File: config.mk
export PLATFORM = sky130hd
export DESIGN_NAME = ucie_ctl_phy_multi_module_data_path_flat
export DESIGN_NICKNAME = d
export VERILOG_FILES = /design/src/rtl/ucie_ctl_phy_pkg.sv /design/src/rtl/ucie_ctl_phy_multi_module_data_path_if.sv /design/src/rtl/ucie_ctl_phy_flit_fifo.sv /design/src/rtl/ucie_ctl_phy_multi_module_data_path.sv /design/src/flat_wrapper.sv
export SDC_FILE = /design/constraint.sdc
export NUM_CORES = 2
export LEC_CHECK = 0
export BUFFER_PORTS_ARGS = -buffer_cell sky130_fd_sc_hd__buf_4
export CAP_MARGIN = 20
export CELL_PAD_IN_SITES_DETAIL_PLACEMENT = 1
export CELL_PAD_IN_SITES_GLOBAL_PLACEMENT = 1
export CORE_MARGIN = 4
export CORE_UTILIZATION = 30
export DETAILED_ROUTE_END_ITERATION = 10
export GPL_ROUTABILITY_DRIVEN = 1
export PLACE_DENSITY_LB_ADDON = 0.1
export SLEW_MARGIN = 10
export SYNTH_ARGS = -nofsm -noshare
export SYNTH_HDL_FRONTEND = slang
export SYNTH_SLANG_ARGS = --single-unit
File: constraint.sdc
create_clock -name i_clk -period 28.8 [get_ports i_clk]
set_input_delay 2.88 -clock i_clk [delete_from_list [all_inputs] [get_ports i_clk]]
set_output_delay 2.88 -clock i_clk [all_outputs]
set_load 0.01 [all_outputs]
File: src/rtl/ucie_ctl_phy_pkg.sv
// Shared types and constants for the multi-module UCIe PHY data path.
package ucie_ctl_phy_pkg;

   typedef enum logic [1:0] {
      IDLE   = 2'd0,
      FULL   = 2'd1,
      DEG_LO = 2'd2,
      DEG_HI = 2'd3
   } tx_state_t;

   localparam int   ERR_CNT_W = 8;
   localparam logic MODE_FULL = 1'b0;
   localparam logic MODE_DEG  = 1'b1;

endpackage

File: src/rtl/ucie_ctl_phy_multi_module_data_path_if.sv
// RDI-side and module-side signal bundle; the data path attaches through the slave modport.
interface ucie_ctl_phy_multi_module_data_path_if #(
   parameter int NBYTES = 32,
   parameter int NMOD   = 2,
   parameter int DEPTH  = 4
);
   localparam int SB = NBYTES / NMOD;
   localparam int LW = $clog2(DEPTH) + 1;

   logic                                  enable;
   logic                                  degrade;
   logic                                  rdi_lp_irdy;
   logic                                  rdi_lp_valid;
   logic [NBYTES*8-1:0]                   rdi_lp_data;
   logic                                  rdi_pl_trdy;
   logic [NMOD-1:0]                       tx_mod_valid;
   logic [NMOD*SB*8-1:0]                  tx_mod_data;
   logic                                  mod_ready;
   logic [NMOD-1:0]                       rx_mod_valid;
   logic [NMOD*SB*8-1:0]                  rx_mod_data;
   logic                                  rdi_pl_valid;
   logic [NBYTES*8-1:0]                   rdi_pl_data;
   logic [LW-1:0]                         fifo_level;
   logic                                  rx_align_err;
   logic [ucie_ctl_phy_pkg::ERR_CNT_W-1:0] rx_err_cnt;

   modport master (
      output enable, degrade, rdi_lp_irdy, rdi_lp_valid, rdi_lp_data,
      output mod_ready, rx_mod_valid, rx_mod_data,
      input  rdi_pl_trdy, tx_mod_valid, tx_mod_data, rdi_pl_valid, rdi_pl_data,
      input  fifo_level, rx_align_err, rx_err_cnt
   );

   modport slave (
      input  enable, degrade, rdi_lp_irdy, rdi_lp_valid, rdi_lp_data,
      input  mod_ready, rx_mod_valid, rx_mod_data,
      output rdi_pl_trdy, tx_mod_valid, tx_mod_data, rdi_pl_valid, rdi_pl_data,
      output fifo_level, rx_align_err, rx_err_cnt
   );

endinterface

File: src/rtl/ucie_ctl_phy_flit_fifo.sv
// TX flit FIFO with occupancy count and synchronous flush; DEPTH is a power of 2.
module ucie_ctl_phy_flit_fifo #(
   parameter int WIDTH = 256,
   parameter int DEPTH = 4
) (
   input  logic                     clk,
   input  logic                     rst,
   input  logic                     flush,
   input  logic                     push,
   input  logic                     pop,
   input  logic [WIDTH-1:0]         din,
   output logic [WIDTH-1:0]         dout,
   output logic                     full,
   output logic                     empty,
   output logic [$clog2(DEPTH):0]   level
);
   localparam int             AW       = $clog2(DEPTH);
   localparam logic [AW-1:0]  PTR_ONE  = 1;
   localparam logic [AW:0]    LVL_ONE  = 1;
   localparam logic [AW:0]    LVL_FULL = (AW+1)'(DEPTH);

   logic [WIDTH-1:0] mem [DEPTH];
   logic [AW-1:0]    wr_ptr;
   logic [AW-1:0]    rd_ptr;
   logic             do_push;
   logic             do_pop;

   assign full    = (level == LVL_FULL);
   assign empty   = (level == '0);
   assign do_push = push & ~full;
   assign do_pop  = pop & ~empty;
   assign dout    = mem[rd_ptr];

   // pointers wrap naturally because DEPTH is a power of 2
   always_ff @(posedge clk or posedge rst) begin
      if (rst) begin
         wr_ptr <= '0;
         rd_ptr <= '0;
         level  <= '0;
      end else if (flush) begin
         wr_ptr <= '0;
         rd_ptr <= '0;
         level  <= '0;
      end else begin
         if (do_push) wr_ptr <= wr_ptr + PTR_ONE;
         if (do_pop)  rd_ptr <= rd_ptr + PTR_ONE;
         if (do_push && !do_pop)      level <= level + LVL_ONE;
         else if (do_pop && !do_push) level <= level - LVL_ONE;
      end
   end

   always_ff @(posedge clk) begin
      if (do_push && !flush) mem[wr_ptr] <= din;
   end

endmodule

File: src/rtl/ucie_ctl_phy_multi_module_data_path.sv
// Stripes RDI TX flits across NMOD modules (full or lower-half degraded) and reassembles RX slices.
// state  | meaning
// IDLE   | output register empty, o_mod_valid low
// FULL   | whole flit on all modules, waiting for mod_ready
// DEG_LO | lower flit half on lower modules
// DEG_HI | upper flit half on lower modules
module ucie_ctl_phy_multi_module_data_path
   import ucie_ctl_phy_pkg::*;
#(
   parameter int NBYTES = 32,
   parameter int NMOD   = 2,
   parameter int DEPTH  = 4
) (
   input  logic                                   i_clk,
   input  logic                                   i_rst,
   ucie_ctl_phy_multi_module_data_path_if.slave   bus
);
   localparam int SB = NBYTES / NMOD;
   localparam int FW = NMOD * SB * 8;
   localparam int HW = FW / 2;
   localparam int HM = NMOD / 2;

   localparam logic [1:0] ST_IDLE   = IDLE;
   localparam logic [1:0] ST_FULL   = FULL;
   localparam logic [1:0] ST_DEG_LO = DEG_LO;
   localparam logic [1:0] ST_DEG_HI = DEG_HI;

   localparam logic [ERR_CNT_W-1:0] CNT_ONE = 1;

   logic          enable_q;
   logic          mode_q;
   logic          mode_eff;
   logic          fifo_full;
   logic          fifo_empty;
   logic          fifo_push;
   logic          fifo_pop;
   logic [FW-1:0] fifo_dout;
   logic [FW-1:0] tx_flit;
   logic [1:0]    tx_state;
   logic [1:0]    tx_state_nxt;
   logic          rx_all;
   logic          rx_any;
   logic          lo_all;
   logic          lo_any;
   logic          rx_err;
   logic          rx_have_lo;
   logic [HW-1:0] rx_lo;

   // mode is sampled on the enable rising edge and is usable in that same cycle
   assign mode_eff = (bus.enable && !enable_q) ? bus.degrade : mode_q;

   always_ff @(posedge i_clk or posedge i_rst) begin
      if (i_rst) begin
         enable_q <= 1'b0;
         mode_q   <= MODE_FULL;
      end else begin
         enable_q <= bus.enable;
         mode_q   <= mode_eff;
      end
   end

   assign bus.rdi_pl_trdy = bus.enable & ~fifo_full & ~i_rst;
   assign fifo_push       = bus.rdi_lp_valid & bus.rdi_lp_irdy & bus.rdi_pl_trdy;

   ucie_ctl_phy_flit_fifo #(
      .WIDTH (FW),
      .DEPTH (DEPTH)
   ) u_fifo (
      .clk   (i_clk),
      .rst   (i_rst),
      .flush (~bus.enable),
      .push  (fifo_push),
      .pop   (fifo_pop),
      .din   (bus.rdi_lp_data),
      .dout  (fifo_dout),
      .full  (fifo_full),
      .empty (fifo_empty),
      .level (bus.fifo_level)
   );

   always_comb begin
      fifo_pop     = 1'b0;
      tx_state_nxt = tx_state;
      if (!bus.enable) begin
         tx_state_nxt = ST_IDLE;
      end else begin
         case (tx_state)
            ST_IDLE: begin
               if (!fifo_empty) begin
                  fifo_pop     = 1'b1;
                  tx_state_nxt = (mode_eff == MODE_DEG) ? ST_DEG_LO : ST_FULL;
               end
            end
            ST_FULL: begin
               if (bus.mod_ready) begin
                  if (!fifo_empty) fifo_pop     = 1'b1;
                  else             tx_state_nxt = ST_IDLE;
               end
            end
            ST_DEG_LO: begin
               if (bus.mod_ready) tx_state_nxt = ST_DEG_HI;
            end
            ST_DEG_HI: begin
               if (bus.mod_ready) begin
                  if (!fifo_empty) begin
                     fifo_pop     = 1'b1;
                     tx_state_nxt = ST_DEG_LO;
                  end else begin
                     tx_state_nxt = ST_IDLE;
                  end
               end
            end
            default: tx_state_nxt = ST_IDLE;
         endcase
      end
   end

   always_ff @(posedge i_clk or posedge i_rst) begin
      if (i_rst) begin
         tx_state <= ST_IDLE;
         tx_flit  <= '0;
      end else begin
         tx_state <= tx_state_nxt;
         if (fifo_pop) tx_flit <= fifo_dout;
      end
   end

   // upper modules stay quiet in degraded mode
   always_comb begin
      bus.tx_mod_valid = '0;
      bus.tx_mod_data  = '0;
      case (tx_state)
         ST_FULL: begin
            bus.tx_mod_valid = '1;
            bus.tx_mod_data  = tx_flit;
         end
         ST_DEG_LO: begin
            bus.tx_mod_valid[HM-1:0] = '1;
            bus.tx_mod_data[HW-1:0]  = tx_flit[HW-1:0];
         end
         ST_DEG_HI: begin
            bus.tx_mod_valid[HM-1:0] = '1;
            bus.tx_mod_data[HW-1:0]  = tx_flit[FW-1:HW];
         end
         default: ;
      endcase
   end

   assign rx_all = &bus.rx_mod_valid;
   assign rx_any = |bus.rx_mod_valid;
   assign lo_all = &bus.rx_mod_valid[HM-1:0];
   assign lo_any = |bus.rx_mod_valid[HM-1:0];
   assign rx_err = bus.enable &
                   ((mode_eff == MODE_DEG) ? (lo_any & ~lo_all) : (rx_any & ~rx_all));

   always_ff @(posedge i_clk or posedge i_rst) begin
      if (i_rst) begin
         rx_have_lo       <= 1'b0;
         rx_lo            <= '0;
         bus.rdi_pl_valid <= 1'b0;
         bus.rdi_pl_data  <= '0;
         bus.rx_align_err <= 1'b0;
         bus.rx_err_cnt   <= '0;
      end else begin
         bus.rdi_pl_valid <= 1'b0;
         bus.rx_align_err <= rx_err;
         if (rx_err && (bus.rx_err_cnt != '1)) bus.rx_err_cnt <= bus.rx_err_cnt + CNT_ONE;
         if (!bus.enable) begin
            rx_have_lo <= 1'b0;
         end else if (mode_eff == MODE_DEG) begin
            if (lo_all) begin
               if (rx_have_lo) begin
                  bus.rdi_pl_data  <= {bus.rx_mod_data[HW-1:0], rx_lo};
                  bus.rdi_pl_valid <= 1'b1;
                  rx_have_lo       <= 1'b0;
               end else begin
                  rx_lo      <= bus.rx_mod_data[HW-1:0];
                  rx_have_lo <= 1'b1;
               end
            end else if (lo_any) begin
               rx_have_lo <= 1'b0;
            end
         end else if (rx_all) begin
            bus.rdi_pl_data  <= bus.rx_mod_data;
            bus.rdi_pl_valid <= 1'b1;
         end
      end
   end

endmodule

File: src/flat_wrapper.sv
// flat-port wrapper written by rule: the top's interface ports become plain ports
module ucie_ctl_phy_multi_module_data_path_flat import ucie_ctl_phy_pkg::*;
#(
   parameter int NBYTES = 32,
   parameter int NMOD   = 2,
   parameter int DEPTH  = 4
)
  (i_clk, i_rst, bus_enable, bus_degrade, bus_rdi_lp_irdy, bus_rdi_lp_valid, bus_rdi_lp_data, bus_mod_ready, bus_rx_mod_valid, bus_rx_mod_data, bus_rdi_pl_trdy, bus_tx_mod_valid, bus_tx_mod_data, bus_rdi_pl_valid, bus_rdi_pl_data, bus_fifo_level, bus_rx_align_err, bus_rx_err_cnt);
  ucie_ctl_phy_multi_module_data_path_if #(.NBYTES(NBYTES), .NMOD(NMOD), .DEPTH(DEPTH)) bus_i ();
  input  logic i_clk;
  input  logic i_rst;
  input wire logic [$bits(bus_i.enable)-1:0] bus_enable;
  input wire logic [$bits(bus_i.degrade)-1:0] bus_degrade;
  input wire logic [$bits(bus_i.rdi_lp_irdy)-1:0] bus_rdi_lp_irdy;
  input wire logic [$bits(bus_i.rdi_lp_valid)-1:0] bus_rdi_lp_valid;
  input wire logic [$bits(bus_i.rdi_lp_data)-1:0] bus_rdi_lp_data;
  input wire logic [$bits(bus_i.mod_ready)-1:0] bus_mod_ready;
  input wire logic [$bits(bus_i.rx_mod_valid)-1:0] bus_rx_mod_valid;
  input wire logic [$bits(bus_i.rx_mod_data)-1:0] bus_rx_mod_data;
  output wire logic [$bits(bus_i.rdi_pl_trdy)-1:0] bus_rdi_pl_trdy;
  output wire logic [$bits(bus_i.tx_mod_valid)-1:0] bus_tx_mod_valid;
  output wire logic [$bits(bus_i.tx_mod_data)-1:0] bus_tx_mod_data;
  output wire logic [$bits(bus_i.rdi_pl_valid)-1:0] bus_rdi_pl_valid;
  output wire logic [$bits(bus_i.rdi_pl_data)-1:0] bus_rdi_pl_data;
  output wire logic [$bits(bus_i.fifo_level)-1:0] bus_fifo_level;
  output wire logic [$bits(bus_i.rx_align_err)-1:0] bus_rx_align_err;
  output wire logic [$bits(bus_i.rx_err_cnt)-1:0] bus_rx_err_cnt;
  assign bus_i.enable = bus_enable;
  assign bus_i.degrade = bus_degrade;
  assign bus_i.rdi_lp_irdy = bus_rdi_lp_irdy;
  assign bus_i.rdi_lp_valid = bus_rdi_lp_valid;
  assign bus_i.rdi_lp_data = bus_rdi_lp_data;
  assign bus_i.mod_ready = bus_mod_ready;
  assign bus_i.rx_mod_valid = bus_rx_mod_valid;
  assign bus_i.rx_mod_data = bus_rx_mod_data;
  assign bus_rdi_pl_trdy = bus_i.rdi_pl_trdy;
  assign bus_tx_mod_valid = bus_i.tx_mod_valid;
  assign bus_tx_mod_data = bus_i.tx_mod_data;
  assign bus_rdi_pl_valid = bus_i.rdi_pl_valid;
  assign bus_rdi_pl_data = bus_i.rdi_pl_data;
  assign bus_fifo_level = bus_i.fifo_level;
  assign bus_rx_align_err = bus_i.rx_align_err;
  assign bus_rx_err_cnt = bus_i.rx_err_cnt;
  ucie_ctl_phy_multi_module_data_path #(.NBYTES(NBYTES), .NMOD(NMOD), .DEPTH(DEPTH)) u_core (.i_clk(i_clk), .i_rst(i_rst), .bus(bus_i));
endmodule
==> run summary <==
Drt initial violations: 2,299
# resized after CTS: 0
DP Area: 78,370 µm²
Die width: 481.7 µm
Post-route cell area: 84,930 µm²
Clk_lat worst skew: 0.82 ns
Drt wl/cell: 28.89 µm
Worst vdd ir: 0.05614 mV
FFs w/ async S/R, synth: 39.26%
Site row count: 173
Fraction of synthesized area in multiplexers: 23.69%
Drt pass-1 iters: 5
Setup Fix Bufs, Post-CTS: 0
CTS clk-pin slew, worst paths: 0.06 ns
WP data required: 25.92 ns
Via count: 37,230
Compound-gate portion of the synthesized area: 1.662%
Switching portion of total power: 30.04%
Initial antenna violation count: 112
Hold_buf cts: 0
Synth Area in Adders: 0.2342%
Crit path DAT: 4.19 ns
Remaining Overflow, GRT: 0
Unrepaired setup endpoints after global routing: false
Count of state elements after synthesis: 1,686
Internal power: 5.620 mW
Drt total wl: 225.4 mm
First-pass GRT wire length: 313.8 mm
Dominant synthesized flop cell: edfxtp_1
IO buf count: 1,048
Synth Area per Inst: 18.99 µm²
CP endpoint kind: output pin
Worst slew pin tran: 1.166 ns
Mapped cell area: 67,320 µm²
Root Driver: clkbuf_16
Comb power frac: 27.1%
Period utilization: 24.53%
Part of the power in registers: 41.7%
Top delay family on crit path: buffers and inverters
Final TNS setup: 0 ns
TritonCTS Buffers: 191
Core area: 222,700 µm²
Crit path time final: 7.066 ns
Crit-path slowest cell: nor3_1
Area leader, netlist: edfxtp_1
Worst Path Max Fanout: 14
Initial Util: 30.22%
Final Skew: 0.04821 ns
Cell Pwr Density: 94.59 nW/µm²
Finish-stage setup viols: 0
Status: completed
Final Hold Viols: 0
Remaining DRCs: 0
Buf/Inv on CP: 3
Startpoint type of the worst setup path: input port
Syn_nets: 4,079
# fillers: 22,040
Max Slew Vio Count: 0
Net switching power: 2.413 mW
CP max stage delay: 0.58 ns
Die area: 232,000 µm²
Main combinational cell family by area after synthesis: multiplexers
I/O Pins: 1,049
Core Util, Final: 38.13%
Slew HR: 22.27%
Cells after synthesis: 3,546
Critical Path, Cell by Cell: buf_4, inv_1, nor3_1, buf_4
Num Clock Sinks: 1,686
Max clock buf depth: 3
Routability cong.: 0.7784
HP Class: flip-flop to flip-flop
Dpl hpwl: 151.4 mm
Post-Synth XOR/XNOR Area: 0.1171%
Leading post-synthesis cells by cell area: edfxtp_1 (46%), dfrtp_1 (25%), mux2_2 (15%), mux4_2 (8.6%), a22oi_1 (1.4%)
Synth cell types: 44
EDFF count, synth: 1,024
Yosys top cell area share: 45.68%
ANT nets after route: 0
CP most frequent cell: buf_4
Synth warn: 0
Depth of the CTS H-tree: 4
GRT Overall Usage: 18.93%
Via density: 4.771
Post-synthesis simple-gate area fraction: 2.260%
Chip Height: 481.7 µm
Clock power share: 31.1%
CTS tree: done
# nets final: 5,159
Fmax: 141.5 MHz
Max Cap Viol: 0
Pin count of the biggest net entering global routing: 151
LEAKAGE: 31.86 nW
Power Total: 8.033 mW
Layout area overhead: 26.16%
Sequential share of the synthesized area: 70.28%
Number of global-route vias before repair: 39,580
Share of layout cells above drive strength 1: 53.39%
WS Path Type: input port to output pin
==> cell families after synthesis <==
logic type               after synthesis
XOR/XNOR                               9
AO/OA/AOI/OAI                        150
buffers and inverters                230
adder cells (fa/ha/maj)               12
AND/OR/NAND/NOR                      299
flip-flops                          1686
multiplexers                        1160
==> final timing paths <==
path	startpoint	end	slack (ns)	depth (start not counted)
min in group asynchronous	i_rst	u_core.tx_flit[250]$_DFFE_PP0N_	2.15	2
max	bus_enable	bus_rdi_pl_trdy	21.73	4
min	u_core.bus.rdi_pl_data[255]$_DFFE_PP0P_	u_core.bus.rdi_pl_data[255]$_DFFE_PP0P_	0.50	1
max reg2reg	u_core.u_fifo.level[2]$_DFFE_PP0P_	u_core.u_fifo.mem[0][44]$_DFFE_PP_	24.33	7
min reg2reg	u_core.bus.rdi_pl_data[255]$_DFFE_PP0P_	u_core.bus.rdi_pl_data[255]$_DFFE_PP0P_	0.50	1
max in group asynchronous	i_rst	u_core.tx_flit[55]$_DFFE_PP0N_	23.68	5
==> Yosys cell counts (6+ instances only) <==
| cell | n |
|---|---|
| ha_1 | 11 |
| inv_1 | 14 |
| buf_6 | 18 |
| dfrtp_1 | 662 |
| buf_4 | 24 |
| nor2_1 | 132 |
| nand2_1 | 10 |
| and2_1 | 133 |
| mux2_2 | 896 |
| mux2i_1 | 6 |
| buf_1 | 8 |
| clkbuf_1 | 92 |
| a22oi_1 | 128 |
| buf_2 | 73 |
| edfxtp_1 | 1024 |
| xor2_1 | 6 |
| mux4_2 | 256 |
==> cell type report <==
cell class	instances	area [µm²]	area share, %
sequential	1686	47320	55.72
tap	2975	3722	4.383
clock inverter	95	1099	1.293
clock buffer	267	5380	6.335
multi-input combinational	1630	18890	22.25
inverter	15	71.32	0.08397
timing repair buffer	1102	8361	9.844
antenna	32	80.08	0.09429
==> routing by layer <==
layer	GRT usage (%)	up-vias	part of all wire, %	routed length (µm)
met1	23.61	19700	40	91260
met3	5.910	372	7.6	17050
met2	32.03	1094	50	111600
li1	-	16000	-	-
met4	4.604	58	2.2	5043
met5	0	-	0.17	383
==> power by group through the flow <==
stage | clock (mW) | combinational, mW | sequential [mW]
after detailed placement | 0 | 2.24 | 3.40
final | 2.50 | 2.18 | 3.35
after floorplan | 0 | 1.22 | 3.32
after global placement | 0 | 2.22 | 3.39
after global routing | 2.69 | 2.36 | 3.41
after CTS | 2.59 | 2.25 | 3.36
==> registers in the layout (all words and copies together), names as in the netlist <==
register and flops:
u_core.u_fifo.mem 1024, u_core.bus.rdi_pl_data 256, u_core.tx_flit 256, u_core.rx_lo 128, u_core.bus.rx_err_cnt 8, u_core.u_fifo.level 3, u_core.tx_state 2, u_core.u_fifo.rd_ptr 2
u_core.u_fifo.wr_ptr 2, u_core.bus.rdi_pl_valid 1, u_core.bus.rx_align_err 1, u_core.enable_q 1, u_core.mode_q 1, u_core.rx_have_lo 1
==> cell usage in the layout, fill, tap and decap left out, types with 32 or more instances in the layout <==
master	count
clkinv_2	39
dfrtp_1	660
clkbuf_1	49
buf_4	1095
clkbuf_16	195
edfxtp_1	1024
nor2_1	132
diode_2	32
a22oi_1	128
mux4_2	256
mux2_2	896
and2_1	129
==> worst register-to-register path, stage by stage (launching register included) <==
cell and delay (ns):
dfrtp_1 0.49, nor3b_1 0.26, nor2_1 0.13, buf_4 0.20
and2_4 0.67, buf_4 0.77, buf_4 0.66, buf_4 0.83
==> per-stage QoR <==
| step | setup WS, ns | cells | hold WS, ns |
|---|---|---|---|
| 4_1_cts | 21.50 | 7770 | 0.5015 |
| 6_report | 21.73 | 7802 | 0.4988 |
| 3_5_place_dp | 21.37 | 7408 | 0.4871 |
| 3_3_place_gp | 21.29 | 7408 | 0.4816 |
| 5_1_grt | 21.46 | 7779 | 0.5121 |
| 2_1_floorplan | 7.367 | 3546 | 0.4736 |
No activity file was read; power rests on OpenSTA's default activity.
